[src/rtl/hex_token_parser.sv]
// ASCII hex token parser: accumulates up to DIGITS hex characters per token and emits
// the value over valid/ready. Optional macro HEX_LOWERCASE_EN accepts 'a'-'f' as digits.
module hex_token_parser #(
    parameter  int DIGITS = 4,
    localparam int W      = 4 * DIGITS,
    localparam int NDW    = $clog2(DIGITS + 1)
) (
    input  logic           clk,
    input  logic           reset,
    input  logic [7:0]     rx_data,
    input  logic           rx_valid,
    output logic           rx_ready,
    output logic [W-1:0]   val_data,
    output logic [NDW-1:0] val_ndigits,
    output logic           val_valid,
    input  logic           val_ready,
    output logic           err,
    output logic [1:0]     err_code
);

    typedef enum logic [1:0] {
        IDLE  = 2'd0,
        ACCUM = 2'd1,
        EMIT  = 2'd2,
        SKIP  = 2'd3
    } state_t;

    localparam logic [NDW-1:0] CNT_ONE = NDW'(1);
    localparam logic [NDW-1:0] CNT_MAX = NDW'(DIGITS);
    localparam logic [1:0]     CODE_INVALID  = 2'b01;
    localparam logic [1:0]     CODE_OVERFLOW = 2'b10;

    // Returns {is_hex, nibble}
    function automatic logic [4:0] hex_decode(input logic [7:0] c);
        logic [4:0] r;
        r = 5'd0;
        if ((c >= 8'h30) && (c <= 8'h39)) begin
            r = {1'b1, c[3:0]};
        end else if ((c >= 8'h41) && (c <= 8'h46)) begin
            r = {1'b1, c[3:0] + 4'd9};
`ifdef HEX_LOWERCASE_EN
        end else if ((c >= 8'h61) && (c <= 8'h66)) begin
            r = {1'b1, c[3:0] + 4'd9};
`endif
        end else begin
            r = 5'd0;
        end
        return r;
    endfunction

    function automatic logic is_delim(input logic [7:0] c);
        return (c == 8'h20) || (c == 8'h0D) || (c == 8'h0A) || (c == 8'h2C);
    endfunction

    state_t         state_r;
    logic [W-1:0]   acc_r;
    logic [NDW-1:0] cnt_r;
    logic           val_valid_r;
    logic [W-1:0]   val_data_r;
    logic [NDW-1:0] val_ndigits_r;
    logic           err_r;
    logic [1:0]     err_code_r;

    logic           rx_accept_s;
    logic           is_hex_s;
    logic           is_delim_s;
    logic [3:0]     digit_s;

    // Byte classification and acceptance qualification
    always_comb begin
        is_hex_s    = 1'b0;
        digit_s     = 4'd0;
        is_delim_s  = 1'b0;
        {is_hex_s, digit_s} = hex_decode(rx_data);
        is_delim_s  = is_delim(rx_data);
        rx_accept_s = rx_valid && rx_ready;
    end

    // The reset gate makes rx_ready low during the reset cycle itself
    assign rx_ready    = ~reset & (state_r != EMIT);
    assign val_data    = val_data_r;
    assign val_ndigits = val_ndigits_r;
    assign val_valid   = val_valid_r;
    assign err         = err_r;
    assign err_code    = err_code_r;

    // Token state machine with registered value and error outputs
    always_ff @(posedge clk) begin
        if (reset) begin
            state_r       <= IDLE;
            acc_r         <= '0;
            cnt_r         <= '0;
            val_valid_r   <= 1'b0;
            val_data_r    <= '0;
            val_ndigits_r <= '0;
            err_r         <= 1'b0;
            err_code_r    <= 2'b00;
        end else begin
            err_r <= 1'b0;
            case (state_r)
                IDLE: begin
                    if (rx_accept_s) begin
                        if (is_hex_s) begin
                            acc_r   <= {{(W-4){1'b0}}, digit_s};
                            cnt_r   <= CNT_ONE;
                            state_r <= ACCUM;
                        end else if (!is_delim_s) begin
                            err_r      <= 1'b1;
                            err_code_r <= CODE_INVALID;
                            state_r    <= SKIP;
                        end
                    end
                end
                ACCUM: begin
                    if (rx_accept_s) begin
                        if (is_hex_s) begin
                            if (cnt_r == CNT_MAX) begin
                                err_r      <= 1'b1;
                                err_code_r <= CODE_OVERFLOW;
                                acc_r      <= '0;
                                cnt_r      <= '0;
                                state_r    <= SKIP;
                            end else begin
                                acc_r <= {acc_r[W-5:0], digit_s};
                                cnt_r <= cnt_r + CNT_ONE;
                            end
                        end else if (is_delim_s) begin
                            val_data_r    <= acc_r;
                            val_ndigits_r <= cnt_r;
                            val_valid_r   <= 1'b1;
                            state_r       <= EMIT;
                        end else begin
                            err_r      <= 1'b1;
                            err_code_r <= CODE_INVALID;
                            acc_r      <= '0;
                            cnt_r      <= '0;
                            state_r    <= SKIP;
                        end
                    end
                end
                EMIT: begin
                    if (val_ready) begin
                        val_valid_r <= 1'b0;
                        acc_r       <= '0;
                        cnt_r       <= '0;
                        state_r     <= IDLE;
                    end
                end
                SKIP: begin
                    if (rx_accept_s && is_delim_s) begin
                        state_r <= IDLE;
                    end
                end
                default: begin
                    state_r <= IDLE;
                end
            endcase
        end
    end

endmodule
[config.mk]
export PLATFORM = sky130hd
export DESIGN_NAME = hex_token_parser
export DESIGN_NICKNAME = d
export VERILOG_FILES = /design/src/rtl/hex_token_parser.sv
export SDC_FILE = /design/constraint.sdc
export NUM_CORES = 1
export LEC_CHECK = 0
export ABC_AREA = 0
export BUFFER_PORTS_ARGS = -buffer_cell sky130_fd_sc_hd__buf_2
export CAP_MARGIN = 40
export CORE_MARGIN = 4
export CORE_UTILIZATION = 55
export DETAILED_ROUTE_END_ITERATION = 10
export PLACE_DENSITY = 0.78
export SLEW_MARGIN = 5
export SYNTH_ARGS = -nofsm -noshare
export SYNTH_HDL_FRONTEND = slang
export SYNTH_SLANG_ARGS = --single-unit
[constraint.sdc]
create_clock -name clk -period 5.6 [get_ports clk]
set_clock_uncertainty 0.2 [all_clocks]
set_input_delay 0.84 -clock clk [delete_from_list [all_inputs] [get_ports clk]]
set_output_delay 0.84 -clock clk [all_outputs]
set_load 0.02 [all_outputs]
==> results.json <==
{
  "min-delay-path-class": "reg2reg",
  "drc": 0,
  "drive_gt1_share_pct": 19.7,
  "hold_depth": 2,
  "finalWirelength_um": 4780,
  "synthTopCellsByArea": "dfxtp_1, mux2i_1, ha_1",
  "cts_tree": "done",
  "fp.dieArea_um2": 5060,
  "critPathKind": "in2reg",
  "power_density_nw_per_um2": 365,
  "grt_usage_pct": 19.8,
  "r2r_end": "cnt_r[0]",
  "clock-sinks": 44,
  "cts-root-buf": "clkbuf_8",
  "drt_iter0_drc": 168,
  "ir_drop_uv": 235,
  "power.total_uw": 904,
  "setup_violations": 0,
  "rsz0062_at_grt": "no",
  "grt_max_degree": 43,
  "power_leakage_uw": 0.00116,
  "post_cts_buffers": 0,
  "maxCapViolCount": 0,
  "switching_share_pct": 37.7,
  "tightest_slew_ns": 0.857,
  "placed_area_um2": 2360,
  "cts.path.max_buffers": 2,
  "grt_overflow_total": 0,
  "crit_chain": "buf_2 > or3b_4 > a22o_1 > a311oi_2 > buf_4 > nand2_1 > o311a_1",
  "timing.final.crit_share_pct": 57.6,
  "path_delay_family": "compound AO/OA/AOI/OAI gates",
  "core-area_um2": 3740,
  "ys_ff_latch": 44,
  "worst_skew_pair.late_latency_ns": 0.29,
  "start_util_pct": 58.6,
  "report.final.slew_viol_count": 0,
  "fmax_mhz": 310,
  "holdCritStartpoint": "err_code[0]",
  "stdcell_area_um2": 2470,
  "synth_cells": 245,
  "hold_viol_final": 0,
  "die_h_um": 71.1,
  "synthArstFlopShare_pct": 0,
  "slowest_stage": "a311oi_2",
  "die_w_um": 71.1,
  "cp.buffers_inverters": 2,
  "pwr-share-seq_pct": 37.4,
  "io_pins": 36,
  "p_clk_share_pct": 25.9,
  "layout_min_cycle_time_ns": 3.23,
  "start_kind": "input pin",
  "synth_common_cells": "dfxtp_1, nor2_1, mux2i_1",
  "routedWlPerCell_um": 14.8,
  "synth_seq_area_share_pct": 40.2,
  "mappedNetlistNets": 268,
  "syn_to_final_growth_pct": 12.9,
  "grt_pass1_wl_um": 8220,
  "synth.most_common_cell": "dfxtp_1",
  "ys_types": 47,
  "cts_buffers": 5,
  "p_switching_uw": 340,
  "intPower_uw": 564,
  "vias": 1911,
  "reg2reg_depth": 8,
  "path_clk_slew_ns": 0.07,
  "synth_edf_count": 0,
  "r2r_slack_ns": 2.56,
  "cts_hold_repair.buffers": 0,
  "ys_warn_count": 0,
  "crit_path_end_kind": "register",
  "tns_ns": 0,
  "fin_nets": 296,
  "firstDrtPassIters": 4,
  "combPwrFrac_pct": 36.7,
  "ctsResizeCount": 0,
  "relSlewSlack_pct": 41.4,
  "synth_top_area_share_pct": 40.2,
  "cts_max_level": 2,
  "ys.flop_type": "dfxtp_1",
  "hpwl_um": 3340,
  "crit_fanout": 42,
  "antennaDiodeCount": 0,
  "fp-row-count": 22,
  "regToRegStartpoint": "state_r[0]",
  "drtAntennaViolNets": 0,
  "gp_congestion": 0.842,
  "grt_pass1_vias": 1838,
  "yosys.area.top_type": "dfxtp_1",
  "avgSynthCellArea_um2": 8.95,
  "slowest_delay_ns": 0.51,
  "worstPathArrival_ns": 3.21,
  "fillers": 336,
  "worstPathRequired_ns": 5.58,
  "netlist_area_um2": 2190,
  "antenna_found_initial": 0,
  "portBuffers": 35,
  "viasPerCell": 5.93,
  "status": "finished, final reports clean",
  "min_to": "err_code[0]"
}
[cell families (layout without fill, tap and decap cells)]
group / after synthesis / after routing / synth area share, %
XOR/XNOR: 2 / 2 / 0.799
AO/OA/AOI/OAI: 66 / 66 / 20.3
multiplexers: 22 / 22 / 10.0
flip-flops: 44 / 44 / 40.2
AND/OR/NAND/NOR: 69 / 69 / 16.2
buffers and inverters: 31 / 60 / 6.16
adder cells (fa/ha/maj): 11 / 11 / 6.28
[final cells by class]
class | instances | area (um^2) | area share (%)
multi-input combinational | 170 | 1180 | 47.5
inverter | 14 | 52.6 | 2.12
timing repair buffer | 38 | 198 | 7.99
tap | 48 | 60.1 | 2.43
clock inverter | 2 | 35.0 | 1.42
clock buffer | 6 | 72.6 | 2.93
sequential | 44 | 881 | 35.6
[cells in the final DEF (no fill, tap or decap), types with 8 or more instances in the layout]
cell and count:
dfxtp_1 44, buf_2 35, nor2_1 25, mux2i_1 22, o21ai_0 21, a21oi_1 20
nand4_1 15, inv_1 14, ha_1 11, nand2_1 8
[power by group through the flow]
stage               combinational [uW]  sequential [uW]  clock (uW)
global placement                   311              344           0
finish                             332              338         234
floorplan                          253              345           0
global route                       362              340         253
detailed placement                 322              345           0
CTS                                325              338         238
[worst max path at each step]
stage / start / to / slack, ns / depth (start not counted)
detailed placement: reset / cnt_r[0] / 2.08 / 7
CTS: reset / cnt_r[0] / 2.40 / 7
global route: reset / cnt_r[0] / 2.21 / 7
floorplan: rx_data[0] / acc_r[1] / 2.75 / 8
global placement: reset / cnt_r[0] / 1.95 / 6
finish: reset / cnt_r[0] / 2.37 / 7
[metal layers]
layer  GRT usage [%]  routed length, um
met1            27.8               2310
met2            28.2               2040
met3            5.40                340
met4            8.56                 82
met5               0                  0
[flip-flops by register name (all words and copies together) (netlist names)]
name	cells
state_r	2
val_data	16
cnt_r	3
acc_r	16
err	1
val_ndigits	3
err_code	2
val_valid	1
[worst reg2reg max path, stage by stage (launching register included)]
cell	delay [ns]
dfxtp_1	0.39
inv_1	0.08
ha_1	0.29
or3b_4	0.44
a22o_1	0.25
a311oi_2	0.51
buf_4	0.27
nand2_1	0.10
o311a_1	0.39
[per-stage QoR]
step                util (%)  hold WS (ns)  setup slack [ns]  instances
finish                  66.1         0.276              2.37        322
global route            66.1         0.310              2.21        322
CTS                     65.9         0.280              2.40        321
detailed placement      63.0         0.262              2.08        313
global placement        62.8         0.248              1.95        312
floorplan                  -         0.249              2.75        245
(Power assumes the default switching activity.)
